### src/rtl/vec_ctrl_sequencer.sv
// Vector datapath sequencer: accepts one instruction at a time, decodes it into the
// datapath control bundle, holds the bundle through execution and retires on completion or watchdog.
//   state  | meaning
//   IDLE   | ready for an instruction, controls low
//   DECODE | classify inst_q, load control bundle or flag illegal
//   EXEC   | controls held, waiting for completion or watchdog expiry
//   RETIRE | exec_done pulse, then back to IDLE
`ifndef XLEN
`define XLEN 32
`endif

module vec_ctrl_sequencer #(
  parameter int TIMEOUT_CYCLES = 1024,
  parameter int CNT_W          = $clog2(TIMEOUT_CYCLES + 1)
) (
  input  logic              clk,
  input  logic              n_rst,
  input  logic              inst_valid,
  input  logic [`XLEN-1:0]  instruction,
  output logic              inst_ready,
  input  logic              inst_done,
  input  logic              st_done,
  output logic              busy,
  output logic              exec_done,
  output logic              illegal_inst,
  output logic              timeout_err,
  output logic              vl_sel,
  output logic              vtype_sel,
  output logic              lumop_sel,
  output logic              rs1rd_de,
  output logic              rs1_sel,
  output logic              csrwr_en,
  output logic              vec_reg_wr_en,
  output logic              mask_operation,
  output logic              mask_wr_en,
  output logic [1:0]        data_mux1_sel,
  output logic              data_mux2_sel,
  output logic              stride_sel,
  output logic              ld_inst
);

  typedef enum logic [1:0] {S_IDLE, S_DECODE, S_EXEC, S_RETIRE} state_t;

  typedef struct packed {
    logic       vl_sel;
    logic       vtype_sel;
    logic       lumop_sel;
    logic       rs1rd_de;
    logic       rs1_sel;
    logic       csrwr_en;
    logic       vec_reg_wr_en;
    logic       mask_operation;
    logic       mask_wr_en;
    logic [1:0] data_mux1_sel;
    logic       data_mux2_sel;
    logic       stride_sel;
    logic       ld_inst;
  } ctrl_t;

  localparam logic [6:0]       OP_V     = 7'b1010111;
  localparam logic [6:0]       OP_LD    = 7'b0000111;
  localparam logic [6:0]       OP_ST    = 7'b0100111;
  localparam logic [CNT_W-1:0] CNT_LAST = CNT_W'(TIMEOUT_CYCLES - 1);

  state_t            state_q, state_d;
  ctrl_t             ctrl_q, ctrl_d, dec_ctrl;
  logic [`XLEN-1:0]  inst_q, inst_d;
  logic [CNT_W-1:0]  cnt_q, cnt_d;
  logic              store_q, store_d;
  logic              exec_done_d, illegal_d, timeout_d;
  logic              dec_legal, dec_store, cmpl_hit;

  logic [6:0] opcode;
  logic [2:0] funct3;
  logic       unused_rs2;

  assign opcode     = inst_q[6:0];
  assign funct3     = inst_q[14:12];
  assign unused_rs2 = ^inst_q[24:20];

  always_comb begin
    dec_ctrl  = '0;
    dec_legal = 1'b0;
    dec_store = 1'b0;
    if (opcode == OP_V) begin
      case (funct3)
        3'b111: begin
          if (!inst_q[31] || inst_q[31:30] == 2'b11 || inst_q[31:25] == 7'b1000000) begin
            dec_legal          = 1'b1;
            dec_ctrl.vl_sel    = (inst_q[31:30] == 2'b11);
            dec_ctrl.vtype_sel = (inst_q[31:25] == 7'b1000000);
            dec_ctrl.rs1rd_de  = (inst_q[19:15] == 5'd0) && (inst_q[11:7] != 5'd0);
            dec_ctrl.csrwr_en  = 1'b1;
          end
        end
        3'b000, 3'b100, 3'b011: begin
          dec_legal               = 1'b1;
          dec_ctrl.vec_reg_wr_en  = 1'b1;
          dec_ctrl.mask_operation = ~inst_q[25];
          dec_ctrl.mask_wr_en     = ~inst_q[25];
          if (funct3 == 3'b100)      dec_ctrl.data_mux1_sel = 2'b01;
          else if (funct3 == 3'b011) dec_ctrl.data_mux1_sel = 2'b10;
        end
        default: ;
      endcase
    end else if (opcode == OP_LD || opcode == OP_ST) begin
      dec_legal              = 1'b1;
      dec_store              = (opcode == OP_ST);
      dec_ctrl.rs1_sel       = 1'b1;
      dec_ctrl.data_mux1_sel = 2'b01;
      dec_ctrl.ld_inst       = ~dec_store;
      dec_ctrl.vec_reg_wr_en = ~dec_store;
      // mop 01/11 (indexed) keeps both stride_sel and data_mux2_sel low
      case (inst_q[27:26])
        2'b00: begin
          dec_ctrl.stride_sel = 1'b1;
          dec_ctrl.lumop_sel  = 1'b1;
        end
        2'b10:   dec_ctrl.data_mux2_sel = 1'b1;
        default: ;
      endcase
    end
  end

  assign cmpl_hit = store_q ? st_done : inst_done;

  always_comb begin
    state_d     = state_q;
    ctrl_d      = ctrl_q;
    inst_d      = inst_q;
    cnt_d       = cnt_q;
    store_d     = store_q;
    exec_done_d = 1'b0;
    illegal_d   = 1'b0;
    timeout_d   = 1'b0;
    case (state_q)
      S_IDLE: begin
        ctrl_d = '0;
        if (inst_valid) begin
          inst_d  = instruction;
          state_d = S_DECODE;
        end
      end
      S_DECODE: begin
        if (dec_legal) begin
          ctrl_d  = dec_ctrl;
          store_d = dec_store;
          cnt_d   = '0;
          state_d = S_EXEC;
        end else begin
          illegal_d = 1'b1;
          state_d   = S_IDLE;
        end
      end
      S_EXEC: begin
        ctrl_d.csrwr_en = 1'b0;
        cnt_d           = cnt_q + CNT_W'(1);
        // completion is checked first so it wins over a simultaneous expiry
        if (cmpl_hit) begin
          ctrl_d      = '0;
          exec_done_d = 1'b1;
          state_d     = S_RETIRE;
        end else if (cnt_q == CNT_LAST) begin
          ctrl_d    = '0;
          timeout_d = 1'b1;
          state_d   = S_IDLE;
        end
      end
      S_RETIRE: state_d = S_IDLE;
      default:  state_d = S_IDLE;
    endcase
  end

  always_ff @(posedge clk) begin
    if (!n_rst) begin
      state_q      <= S_IDLE;
      ctrl_q       <= '0;
      inst_q       <= '0;
      cnt_q        <= '0;
      store_q      <= 1'b0;
      exec_done    <= 1'b0;
      illegal_inst <= 1'b0;
      timeout_err  <= 1'b0;
    end else begin
      state_q      <= state_d;
      ctrl_q       <= ctrl_d;
      inst_q       <= inst_d;
      cnt_q        <= cnt_d;
      store_q      <= store_d;
      exec_done    <= exec_done_d;
      illegal_inst <= illegal_d;
      timeout_err  <= timeout_d;
    end
  end

  assign inst_ready     = (state_q == S_IDLE);
  assign busy           = (state_q != S_IDLE);
  assign vl_sel         = ctrl_q.vl_sel;
  assign vtype_sel      = ctrl_q.vtype_sel;
  assign lumop_sel      = ctrl_q.lumop_sel;
  assign rs1rd_de       = ctrl_q.rs1rd_de;
  assign rs1_sel        = ctrl_q.rs1_sel;
  assign csrwr_en       = ctrl_q.csrwr_en;
  assign vec_reg_wr_en  = ctrl_q.vec_reg_wr_en;
  assign mask_operation = ctrl_q.mask_operation;
  assign mask_wr_en     = ctrl_q.mask_wr_en;
  assign data_mux1_sel  = ctrl_q.data_mux1_sel;
  assign data_mux2_sel  = ctrl_q.data_mux2_sel;
  assign stride_sel     = ctrl_q.stride_sel;
  assign ld_inst        = ctrl_q.ld_inst;

endmodule

### config.mk
export PLATFORM = sky130hd
export DESIGN_NAME = vec_ctrl_sequencer
export DESIGN_NICKNAME = d
export VERILOG_FILES = /design/src/rtl/vec_ctrl_sequencer.sv
export SDC_FILE = /design/constraint.sdc
export NUM_CORES = 1
export LEC_CHECK = 0
export ABC_CLOCK_PERIOD_IN_PS = 5200
export CAP_MARGIN = 20
export CORE_ASPECT_RATIO = 2
export CORE_MARGIN = 2
export CORE_UTILIZATION = 53
export CTS_CLUSTER_DIAMETER = 80
export DETAILED_ROUTE_END_ITERATION = 6
export PLACE_DENSITY_LB_ADDON = 0.1
export SLEW_MARGIN = 20
export SYNTH_ARGS = -nofsm -noshare
export SYNTH_HDL_FRONTEND = slang
export SYNTH_SLANG_ARGS = --single-unit
### constraint.sdc
create_clock -name clk -period 5.2 [get_ports clk]
set_input_delay 1.56 -clock clk [delete_from_list [all_inputs] [get_ports clk]]
set_output_delay 1.56 -clock clk [all_outputs]
set_load 0.01 [all_outputs]
== After elaboration in Yosys (flattened, before gate mapping) ==
Cells that the tools add are included.

* Equality and inequality tests: 16
* Bitwise logic cells: 4
* Reduce and logical (&&, ||, !) cells: 23
* Add/sub/neg operators: 1
* Multiplexer cells: 43

{| class="wikitable"
|+ Operators with widths
! operator !! number
|-
| 14-bit 2-to-1 mux || 3
|-
| 14-bit case mux with 3 select lines || 1
|-
| 2-bit 2-to-1 mux || 11
|-
| 11-bit case mux with 2 select lines || 1
|-
| 1-bit 2-to-1 mux || 21
|-
| 7-bit == test, second input constant || 2
|-
| 2-bit AND reduction || 7
|-
| 11-bit by 1-bit adder with 11-bit output, second input constant || 1
|-
| 11-bit by 10-bit == test with 1-bit output, second input constant || 1
|-
| 11-bit 2-to-1 mux || 1
|-
| 2-bit == test, second input constant || 4
|-
| 2-bit case mux with 4 select lines || 1
|-
| 7-bit by 3-bit == test with 1-bit output, second input constant || 1
|-
| 7-bit by 6-bit == test with 1-bit output, second input constant || 1
|-
| 3-bit == test, second input constant || 2
|-
| 3-bit OR reduction || 2
|-
| 5-bit zero test || 1
|-
| 5-bit 2-to-1 mux || 1
|-
| 5-bit nonzero test || 1
|-
| 2-bit zero test || 2
|-
| 4-bit 2-to-1 mux || 1
|-
| 2-bit != test, second input constant || 2
|-
| 1-bit NOT || 4
|-
| 2-bit nonzero test || 2
|-
| 11 further kinds || 13
|}

* Bits in registers: 63
* Word-level logic and storage cells: 107
* Input bits: 37
* Output and inout port bits: 19

== Logic depth before layout (Yosys ltp) ==
* Word-level depth: 8
* Mapped depth: 7
* Mapped depth without buffers: 6

== Least setup slack after synthesis ==
Ideal clock, no wire load.

* Path kind: input -> register
* Start: input port n_rst
* End: register cnt_q[8]
* Setup time: 0.087 ns
* Data required time: 5.113 ns
* Path slack: 2.487 ns
* Buffers on the path: 1
* Stages: 4
* Arrival: 2.626 ns
* Cells stage by stage: clkbuf_1 -> clkinv_1 -> or4_1 -> o31ai_1

{| class="wikitable"
|+ RTL lines
! item !! line !! RTL
|-
| start, declared || 17 || <nowiki>input logic n_rst,</nowiki>
|-
| end signal, assigned || 188 || <nowiki>cnt_q <= cnt_d;</nowiki>
|-
| end, declared || 68 || <nowiki>logic [CNT_W-1:0] cnt_q, cnt_d;</nowiki>
|}

==> metrics.txt <==
hpwl dp=3900 µm; Final setup viols=0; CP Data Arrival Time=3.60 ns; H-tree depth=2; WL/cell=14.0 µm; Slew Viols, Final=0; routed vias=2,122; dpl cell area=2830 µm²; worst path required time=5.41 ns; internal power=0.000569 W; Post-synth EDFFs=0; Clock Tree Root=clkbuf_8; Max clock buf depth=2; Syn Inst Count=282; share of layout cells above drive strength 1=3.70%; crit end category=flip-flop; Rows=34; switching part of the total power=23.6%; Leak=1.05 nW; die area=4950 µm²; post-CTS sizing=0; Mapped Area=2320 µm²; RSZ-0062 raised after global routing=false; Peak Freq=295 MHz; via/cell ratio=5.61; Num CTS Buffers=5; Critical Path Max Stage Delay=0.79 ns; hold_ws=0.456 ns; synthesized net count=320; final WL=5310 µm; clk_lat worst skew=0.31 ns; setup TNS=0 ns; Final ANT Viol Nets=0; Ys Warns=0; Core Area=4300 µm²; clk_skew=0.00605 ns; Worst Setup Start Kind=input pin; Die Y=97.6 µm; Most used DFF post-synth=dfxtp_1; Reg clk slew, reported paths=0.09 ns; status=completed; Die X=50.8 µm; global route overflow=0; initial core utilization=54.0%; share of the synthesized area in the top cell type=48.3%; first-pass GRT wire length=9000 µm; pin count of the biggest net entering global routing=33; Clock Sinks=56; Crit Path Max Fanout=21; placed insts=373; number of remaining DRC errors=0; Reg power frac=60.7%; Area Overhead vs Synth=25.1%; TritonRoute pass-1 iters=4; CP max-delay cell=clkdlybuf4s50_1; most frequent cells in the layout=68 x nand2_1, 56 x dfxtp_1, 50 x clkdlybuf4s50_1, 33 x a21oi_1, 14 x nor2_1; port bufs=50; crit path kind=input pin to flip-flop; maximum VDD drop=265 µV; Ports=56; Setup Fix Bufs, Post-CTS=0; overall power=0.000744 W; final hold viol count=0; final instance area=2900 µm²; most common cell after layout, fill and taps aside=nand2_1; Yosys top cell by area=dfxtp_1; post-synthesis sequential area ratio=48.3%; sequence of cells on the critical path=clkdlybuf4s50_1, and2_1, o21a_1, a221o_2, a22o_1; fin crit share=65.2%; max cap viols=0; Hold Crit Class=flip-flop to flip-flop; Switching Power=0.000175 W; 1st-iter DRT viols=63; Cell variety after synth=48; clock share of power=28.9%; Syn Area/Cell=8.23 µm²; CTS tree=yes; routability cong.=0.855; initial antenna violation count=0; Final min period=3.39 ns; All-Layer GR Usage=23.8%; Rel. slew slack=39.3%; final net count=364; fin cells=378; n_diodes=0; number of global-route vias before repair=2,046; Worst-Margin Slew=0.909 ns; Post-synth ARST share=0%; Comb power frac=10.4%; Yosys reg bits=56; top post-synthesis cells by area=dfxtp_1 48%, nand2_1 11%, a21oi_1 7.1%, nand3_1 2.4%, nor2_1 2.3%; Pwr Density=256 nW/µm²; Hold Buf Count CTS=0
-- critical path, delay by kind of cell --
kind / cells / cell delay (ns)
buffers and inverters: 1 / 0.79
AOI/OAI and AO/OA: 3 / 0.82
and+or+nand+nor: 1 / 0.42
-- power groups by stage --
stage | registers, W | clock network (W) | logic (W)
4_1_cts | 0.000452 | 0.000219 | 0.0000778
3_5_place_dp | 0.000462 | 0 | 0.0000774
6_report | 0.000452 | 0.000215 | 0.0000771
5_1_grt | 0.000453 | 0.000239 | 0.0000870
2_1_floorplan | 0.000459 | 0 | 0.0000426
3_3_place_gp | 0.000461 | 0 | 0.0000765
-- stage by stage --
step | util [%] | setup slack [ns]
4_1_cts | 67.6 | 1.83
2_1_floorplan | - | 2.49
6_report | 67.6 | 1.81
5_1_grt | 67.6 | 1.73
3_3_place_gp | 66.0 | 1.53
3_5_place_dp | 66.0 | 1.50
-- final cells by class --
cell class / instances / area, µm²
Clock buffer: 5 / 68.8
Fill cell: 421 / 1390
Inverter: 5 / 18.8
Multi-Input combinational cell: 207 / 1120
Sequential cell: 56 / 1120
Tap cell: 54 / 67.6
Timing Repair Buffer: 51 / 508
-- path summary, 6_finish.rpt --
kind	startpoint	end	slack, ns	depth (start not counted)
hold reg to reg	inst_q[11]	inst_q[11]	0.46	2
setup reg to reg	cnt_q[0]	ld_inst	2.93	6
setup / recovery	n_rst	ld_inst	1.81	5
hold / removal	inst_q[11]	inst_q[11]	0.46	2
-- layer usage --
layer / global-route usage [%] / up-vias / wire, µm / share of wire [%]
met3: 4.92 / 14 / 154 / 2.9
li1: - / 1073 / - / -
met1: 23.2 / 991 / 1930 / 36
met2: 44.1 / 44 / 3030 / 57
met4: 13.3 / 0 / 191 / 3.6
met5: 0 / - / 0 / 0
-- cells in the mapped netlist (2+ instances only) --
cell type,number
o21ai_0,8
clkbuf_1,10
buf_4,2
o22ai_1,2
nand3_1,11
or4_1,4
a31oi_1,3
o211ai_1,2
and3_1,4
and2_1,3
nand2_1,68
o221ai_1,2
a211oi_1,4
nor3_1,5
inv_1,4
o2bb2ai_1,4
a21o_1,5
nand4_1,2
a21oi_1,33
nand2b_1,3
dfxtp_1,56
nor2b_1,2
o21a_1,3
nor2_1,14
nand4b_1,3
nor3b_1,3
-- registers in the layout, summed over array words and instances (netlist names) --
register and count:
vec_reg_wr_en 1, mask_operation 1, rs1_sel 1, illegal_inst 1
store_q 1, timeout_err 1, cnt_q 11, inst_q 27
vl_sel 1, lumop_sel 1, data_mux1_sel 2, rs1rd_de 1
vtype_sel 1, csrwr_en 1, exec_done 1, state_q 2
ld_inst 1, data_mux2_sel 1
-- cells by family (layout without fill, tap and decap cells) --
group | Yosys count | after routing | synth area share (%)
muxes | 2 | 2 | 0.917
DFF | 56 | 56 | 48.3
adders and majority gates | 1 | 1 | 0.539
AOI/OAI and AO/OA | 75 | 75 | 20.5
and+or+nand+nor | 128 | 128 | 25.9
xor gates and xnor gates | 1 | 1 | 0.378
buffers and inverters | 19 | 61 | 3.45
(Power assumes the default switching activity.)
